==> src/rtl/pwm_deadtime_pkg.sv <==
// Shared definitions for the complementary PWM dead-time generator.
package pwm_deadtime_pkg;

  localparam int NUM_CH_DEF   = 3;
  localparam int DT_WIDTH_DEF = 8;

  typedef enum logic [2:0] {
    ST_OFF     = 3'd0,
    ST_LS_ON   = 3'd1,
    ST_DT_RISE = 3'd2,
    ST_HS_ON   = 3'd3,
    ST_DT_FALL = 3'd4
  } ch_state_e;

endpackage

==> src/rtl/pwm_deadtime_ch.sv <==
// One complementary gate channel: FSM, dead-time down-counter, registered outputs, sticky error.
//
//  state      | meaning
//  -----------+-----------------------------------------------------------
//  ST_OFF     | channel disabled, both switches off
//  ST_LS_ON   | low-side switch on
//  ST_DT_RISE | dead time before turning high side on (pwm went high)
//  ST_HS_ON   | high-side switch on
//  ST_DT_FALL | dead time before turning low side on (pwm went low / start)
module pwm_deadtime_ch
  import pwm_deadtime_pkg::*;
#(
  parameter int DT_WIDTH = DT_WIDTH_DEF
) (
  input  logic                clk,
  input  logic                reset,
  input  logic                enable,
  input  logic                pwm_in,
  input  logic [DT_WIDTH-1:0] dead_time,
  input  logic                err_clear,
  output logic                hs_out,
  output logic                ls_out,
  output logic                dt_active,
  output logic                pulse_err
);

  ch_state_e           state, state_nxt;
  logic [DT_WIDTH-1:0] cnt, cnt_nxt;
  logic                err_set;
  logic                dt_zero, cnt_last;

  assign dt_zero  = (dead_time == '0);
  assign cnt_last = (cnt == DT_WIDTH'(1));

  always_comb begin
    state_nxt = state;
    cnt_nxt   = cnt;
    err_set   = 1'b0;
    if (!enable) begin
      state_nxt = ST_OFF;
      cnt_nxt   = '0;
    end else begin
      case (state)
        ST_OFF: begin
          if (dt_zero) state_nxt = ST_LS_ON;
          else begin
            state_nxt = ST_DT_FALL;
            cnt_nxt   = dead_time;
          end
        end
        ST_LS_ON: begin
          if (pwm_in) begin
            if (dt_zero) state_nxt = ST_HS_ON;
            else begin
              state_nxt = ST_DT_RISE;
              cnt_nxt   = dead_time;
            end
          end
        end
        ST_DT_RISE: begin
          cnt_nxt = cnt - 1'b1;
          if (!pwm_in) begin
            state_nxt = ST_LS_ON;
            err_set   = 1'b1;
          end else if (cnt_last) begin
            state_nxt = ST_HS_ON;
          end
        end
        ST_HS_ON: begin
          if (!pwm_in) begin
            if (dt_zero) state_nxt = ST_LS_ON;
            else begin
              state_nxt = ST_DT_FALL;
              cnt_nxt   = dead_time;
            end
          end
        end
        ST_DT_FALL: begin
          cnt_nxt = cnt - 1'b1;
          if (pwm_in) begin
            state_nxt = ST_HS_ON;
            err_set   = 1'b1;
          end else if (cnt_last) begin
            state_nxt = ST_LS_ON;
          end
        end
        default: begin
          state_nxt = ST_OFF;
          cnt_nxt   = '0;
        end
      endcase
    end
  end

  // Outputs are decoded from the next state so they switch on the same edge as the state.
  always_ff @(posedge clk or posedge reset) begin
    if (reset) begin
      state     <= ST_OFF;
      cnt       <= '0;
      hs_out    <= 1'b0;
      ls_out    <= 1'b0;
      dt_active <= 1'b0;
      pulse_err <= 1'b0;
    end else begin
      state     <= state_nxt;
      cnt       <= cnt_nxt;
      hs_out    <= (state_nxt == ST_HS_ON);
      ls_out    <= (state_nxt == ST_LS_ON);
      dt_active <= (state_nxt == ST_DT_RISE) || (state_nxt == ST_DT_FALL);
      pulse_err <= err_set | (pulse_err & ~err_clear);
    end
  end

endmodule

==> src/rtl/pwm_deadtime_gen.sv <==
// Complementary high/low-side gate generator with dead time for NUM_CH independent PWM channels.
module pwm_deadtime_gen
  import pwm_deadtime_pkg::*;
#(
  parameter int NUM_CH   = NUM_CH_DEF,
  parameter int DT_WIDTH = DT_WIDTH_DEF
) (
  input  logic                clk,
  input  logic                reset,
  input  logic                enable,
  input  logic [NUM_CH-1:0]   ch_enable,
  input  logic [NUM_CH-1:0]   pwm_in,
  input  logic [DT_WIDTH-1:0] dead_time,
  input  logic                err_clear,
  output logic [NUM_CH-1:0]   hs_out,
  output logic [NUM_CH-1:0]   ls_out,
  output logic [NUM_CH-1:0]   dt_active,
  output logic [NUM_CH-1:0]   pulse_err
);

  for (genvar i = 0; i < NUM_CH; i++) begin : g_ch
    logic ch_en;
    assign ch_en = enable & ch_enable[i];

    pwm_deadtime_ch #(
      .DT_WIDTH (DT_WIDTH)
    ) u_ch (
      .clk       (clk),
      .reset     (reset),
      .enable    (ch_en),
      .pwm_in    (pwm_in[i]),
      .dead_time (dead_time),
      .err_clear (err_clear),
      .hs_out    (hs_out[i]),
      .ls_out    (ls_out[i]),
      .dt_active (dt_active[i]),
      .pulse_err (pulse_err[i])
    );
  end

endmodule

==> config.mk <==
export PLATFORM = sky130hd
export DESIGN_NAME = pwm_deadtime_gen
export DESIGN_NICKNAME = d
export VERILOG_FILES = /design/src/rtl/pwm_deadtime_pkg.sv /design/src/rtl/pwm_deadtime_ch.sv /design/src/rtl/pwm_deadtime_gen.sv
export SDC_FILE = /design/constraint.sdc
export NUM_CORES = 1
export LEC_CHECK = 0
export ABC_AREA = 1
export CORE_UTILIZATION = 45
export DETAILED_ROUTE_END_ITERATION = 8
export DONT_BUFFER_PORTS = 1
export SETUP_SLACK_MARGIN = 0.05
export SYNTH_ARGS = -nofsm -noshare
export SYNTH_HDL_FRONTEND = slang
export SYNTH_HIERARCHICAL = 1
export SYNTH_SLANG_ARGS = --single-unit
==> constraint.sdc <==
create_clock -name clk -period 1.24 [get_ports clk]
set_input_delay 0.372 -clock clk [delete_from_list [all_inputs] [get_ports clk]]
set_output_delay 0.372 -clock clk [all_outputs]
set_load 0.1 [all_outputs]
# Word-level counts from Yosys, hierarchy flattened
# Cells that the tools add are included.
totals:
  reg_bits: 45
  input_bits: 18
  out_inout_bits: 12
  wordCells: 130
classes:
  addsub: 3
  eq_ne: 33
  n_mux: 53
  n_bitwise: 10
  n_reduce_logical: 13
ops:
  columns: ["operator", "count"]
  rows:
  - ["$mux W8", 12]
  - ["$pmux W8 S4", 3]
  - ["$mux W3", 22]
  - ["$pmux W3 S5", 3]
  - ["$eq A3 B2 Y1 const B", 12]
  - ["$eq A8 B1 Y1 const B", 3]
  - ["$sub A8 B1 Y8 const B", 3]
  - ["$eq A3 B1 Y1 const B", 6]
  - ["$eq A3 B3 Y1 const B", 6]
  - ["$ne A3 B3 Y1 const B", 6]
  - ["$mux W1", 10]
  - ["$logic_not A3 Y1", 3]
  - ["$logic_not A8 Y1", 1]
  - ["$and A1 B1 Y1", 6]
  - ["$pmux W1 S2", 3]
  - ["$reduce_and A2 Y1", 3]
  - ["$reduce_or A2 Y1", 3]
  - ["$logic_or A1 B1 Y1", 3]
  - ["$or A1 B1 Y1", 3]
  - ["$not A1 Y1", 1]

# Longest topological paths before layout
depth:
  depth_word: 7
  mapped_depth: 10
  mapped_depth_nobuf: 10

# Cells and area by module
# Netlist, hierarchy kept.
modules_own_cells:
  columns: ["mod", "n_inst", "cells_each", "area_each_um2", "seq_area_each_um2"]
  rows:
  - ["pwm_deadtime_ch at g_ch[1].u_ch ...", 2, 150, 1019.7, 375.4]
  - ["pwm_deadtime_ch at g_ch[0].u_ch", 1, 143, 969.7, 375.4]
  - ["pwm_deadtime_gen", 1, 6, 22.5, 0.0]

# Worst setup path before layout
# OpenSTA, ideal clock, no wires.
synth_path:
  kind: "flip-flop to output port"
  startpoint: "register g_ch[0].u_ch.pulse_err"
  endpoint: "output port pulse_err[0]"
  t_arrival_ns: 0.897
  required_ns: 0.868
  setup_slack_ns: -0.029
  stages_incl_launch_ff: 1
  n_path_buf: 0
  cell_sequence: "dfrtp_1"
synth_rtl:
  columns: ["element", "line", "rtl"]
  rows:
  - ["start: declaration", "pwm_deadtime_ch.sv:24", "output logic pulse_err"]
  - ["start signal: assignment", "pwm_deadtime_ch.sv:110", "pulse_err <= err_set | (pulse_err & ~err_clear);"]
  - ["end: declaration", "pwm_deadtime_gen.sv:18", "output logic [NUM_CH-1:0] pulse_err"]
# No word-level cell between the ends.

# Worst setup path after layout
layout_path:
  startpoint: "register g_ch[0].u_ch.state[0]"
  endpoint: "register g_ch[0].u_ch.cnt[0]"
layout_between:
  elab_chain_len: 4
  elab_cells_between_ends: 11
  classes_between: "6 x eq/ne; 2 x mux; 3 x reduce/logical"
layout_rtl:
  columns: ["element", "line", "rtl"]
  rows:
  - ["start: declaration", "pwm_deadtime_ch.sv:27", "ch_state_e state, state_nxt;"]
  - ["start signal: assignment", "pwm_deadtime_ch.sv:105", "state <= state_nxt;"]
  - ["$eq A3 B2 Y1 / $eq A3 B3 Y1 (equally long branches)", "pwm_deadtime_ch.sv:43", "case (state)"]
  - ["$reduce_or A2 Y1 (no line)", null, null]
  - ["$pmux W8 S4", "pwm_deadtime_ch.sv:43", null]
  - ["$mux W8", "pwm_deadtime_ch.sv:39", "if (!enable) begin"]
  - ["end signal: assignment", "pwm_deadtime_ch.sv:106", "cnt <= cnt_nxt;"]
  - ["end: declaration", "pwm_deadtime_ch.sv:28", "logic [DT_WIDTH-1:0] cnt, cnt_nxt;"]
# Parallel ways exist; a longest one is shown, timed or not.
# A chain may end at the register's enable or synchronous reset.

==> key figures <==
Routing
  – Iter 0 DRT Violations: 143
  – WL/cell: 13.88 µm
  – First-pass iteration count of the detailed router: 7
  – Ratio of routed vias to standard cells: 5.114
  – DRC: 6
  – Detail Route Antenna Nets: 0
  – Detailed-route via count: 3038
  – Drt total wl: 8.244 mm

Layout
  – Fill cells: 583
  – Area delta synth->final: 33.97%
  – Fraction of layout cells with a size suffix above 1: 35.98%
  – Final std cells w/o fill: 594
  – Final instance area: 0.004061 mm²
  – Multi-input logic area: 0.001898 mm²
  – Final core occ: 63.24%
  – NumNets Final: 540
  – Reg area: 0.001155 mm²
  – N_diodes: 0

Floorplan
  – Die height: 84.08 µm
  – Die Span X: 84.08 µm
  – Ports: 30
  – Std cell rows: 29
  – Core area: 0.006422 mm²
  – Initial core utilization: 47.20%
  – DIE AREA: 0.007069 mm²

Logic synthesis
  – Mapped Avg Cell Area: 6.752 µm²
  – Most frequent cell after synthesis: nand2_1
  – Synth unique cells: 26
  – Top_reg_cell synth: dfrtp_1
  – Top cells by area, synth: dfrtp_1, nand2_1, nor2_1
  – Cells after synthesis: 449
  – Ys async rst share: 100.0%
  – Synthesized area: 0.003032 mm²
  – Synth Warn #: 6
  – Synth area leader: dfrtp_1
  – Syn_nets: 473
  – Synth top area share: 37.14%
  – Yosys reg bits: 45
  – Post-synth EDFFs: 0
  – Register area share after synthesis: 37.14%
  – Commonest cells post-synth: nand2_1, nor2_1, inv_1

Timing
  – Setup violations, final: 49
  – Clock Skew: 9.816 ps
  – Fin. max-slew vios: 0
  – Clock period minus worst slack: 1389 ps
  – Final hold vios: 0
  – Fmax: 720.0 MHz
  – Hold WS: 118.7 ps
  – Ratio of final minimum period to clock period: 112.0%
  – Final WS setup: -149.0 ps
  – Slew @ Worst Pin: 362.2 ps
  – RSZ-0062 raised after global routing: yes
  – Rel. slew slack: 75.85%

Clocking
  – TritonCTS clock tree: done
  – Num CTS Buffers: 5
  – Clk Latency, worst-skew pair: 310 ps
  – Htree depth: 2
  – Clock sink count: 45
  – Clk buf depth: 2
  – Clock-pin slew on the worst setup and hold paths: 90 ps
  – Clock Tree Root: clkbuf_8

Critical path
  – Element type at the critical path end: flop
  – R2R Path Start: g_ch[0].u_ch/state[0]
  – R2R Path End: g_ch[0].u_ch/cnt[0]
  – Worst R2R Path Depth: 9
  – CP required: 1470 ps
  – CP Launch Type: flop
  – Critical path class: flop to flop
  – Worst EP arrival: 1620 ps
  – CP max FO: 8
  – R2R Setup Slk: -150 ps

Run status
  – Status: complete, but fails checks
  – Failing checks: design-rule violations, negative setup slack

GRT
  – Overflow after GRT: 0
  – Initial antenna violation count: 0
  – Vias in the first global route: 2937
  – First-pass GRT wire length: 13.68 mm
  – Total track usage: 24.47%
  – Largest net degree at the start of global routing: 16

Power
  – Leakage power: 2.075 nW
  – Worst IR Drop VDD: 0.5333 mV
  – PD cells: 910.2 mW/mm²

Worst hold path
  – Hold Crit Depth: 1
  – Worst hold path endpoint: g_ch[0].u_ch/pulse_err
  – Hold Crit Class: input port to flop
  – Hold Crit Start: err_clear

Placement
  – Placed inst area: 0.003664 mm²
  – Dpl hpwl: 5.782 mm
  – Post-placement setup slack: -106.2 ps
  – Dpl cells: 577
  – # port buffers: 0
  – Routability congestion estimate: 0.8585

Run
  – Max Cap Viol: 0
==> report_power, final <==
| group | switching, W | internal, W |
|---|---|---|
| registers | 0.000110 | 0.00154 |
| logic | 0.000670 | 0.000445 |
| clock network | 0.000529 | 0.000400 |
| total | 0.00131 | 0.00239 |
==> routing by layer <==
metal	vias to the layer above	track usage, %	share of wire [%]
met1	1402	32.85	47
met4	0	8.777	2.4
met2	73	39.12	46
met5	-	0	0
met3	21	4.946	4.3
li1	1542	-	-
==> critical path, stage by stage, from the launching register on <==
cell and delay (ps):
dfrtp_2 500, inv_2 90, nand2_4 70, nand2_8 100
inv_6 40, nand2_4 60, nand2_4 70, nor2_4 200
nand2_1 70, o21ai_1 100
==> cell families (layout without fill, tap and decap cells) <==
kind of cell,Yosys count,in the layout,share of synthesized area [%]
DFF,45,45,37.14
adders and majority gates,6,6,2.476
and+or+nand+nor,263,263,38.46
AOI/OAI and AO/OA,69,69,12.55
buffers and inverters,60,128,7.635
xor gates and xnor gates,6,6,1.734
==> stage by stage <==
step | total power, W | setup TNS [ps]
floorplan | 0.002329 | 0
global placement | 0.002641 | -1331
detailed placement | 0.002651 | -2149
CTS | 0.003662 | -2324
global route | 0.003919 | -6607
finish | 0.003697 | -3095
==> repair_timing <==
item,in CTS,in global routing
hold buffers,1,0
setup endpoints to repair,52,54
buffers inserted,5,3
gates resized for setup,47,50
pin swaps,24,30
hold endpoints to repair,45,0
==> cells in the final DEF (no fill, tap or decap), types with 6 or more instances in the layout <==
cell,synthesis,final
a21oi_1,14,10
nor2_4,5,9
buf_12,0,10
o21ai_1,21,27
nand2_2,10,22
o21ai_0,27,13
nand3_1,21,18
inv_1,48,37
buf_4,0,47
o21ai_2,2,8
dfrtp_1,45,26
ha_2,0,6
nand2_4,6,9
nand2_1,158,141
dfrtp_2,0,17
nor2_2,3,8
nor2_1,50,41
inv_2,10,18
==> worst max-delay path by stage <==
stage | from | to | slack, ps | depth (start not counted)
6_report | g_ch[0].u_ch/state[0] | g_ch[0].u_ch/cnt[0] | -150 | 9
5_1_grt | g_ch[1].u_ch/state[0] | g_ch[1].u_ch/cnt[4] | -200 | 9
4_1_cts | g_ch[1].u_ch/state[0] | g_ch[1].u_ch/cnt[4] | -100 | 9
3_5_place_dp | g_ch[0].u_ch/state[0] | g_ch[0].u_ch/hs_out | -110 | 9
3_3_place_gp | g_ch[1].u_ch/state[1] | g_ch[1].u_ch/cnt[1] | -110 | 7
2_1_floorplan | g_ch[1].u_ch/state[0] | g_ch[1].u_ch/cnt[4] | 30 | 7
==> final cells by class <==
type	instances	area share, %
flip-flops and latches	45	28.44
clock buffers	7	1.879
clock inverters	1	0.1848
well taps	77	2.372
repair buffers	60	14.42
inverters	60	5.977
multi-input cells	344	46.73
==> registers in the layout, summed over array words and instances, names as in the netlist <==
name / count
g_ch.u_ch/cnt: 24
g_ch.u_ch/state: 9
g_ch.u_ch/dt_active: 3
g_ch.u_ch/hs_out: 3
g_ch.u_ch/ls_out: 3
g_ch.u_ch/pulse_err: 3
Power figures use the tool's default switching activity.
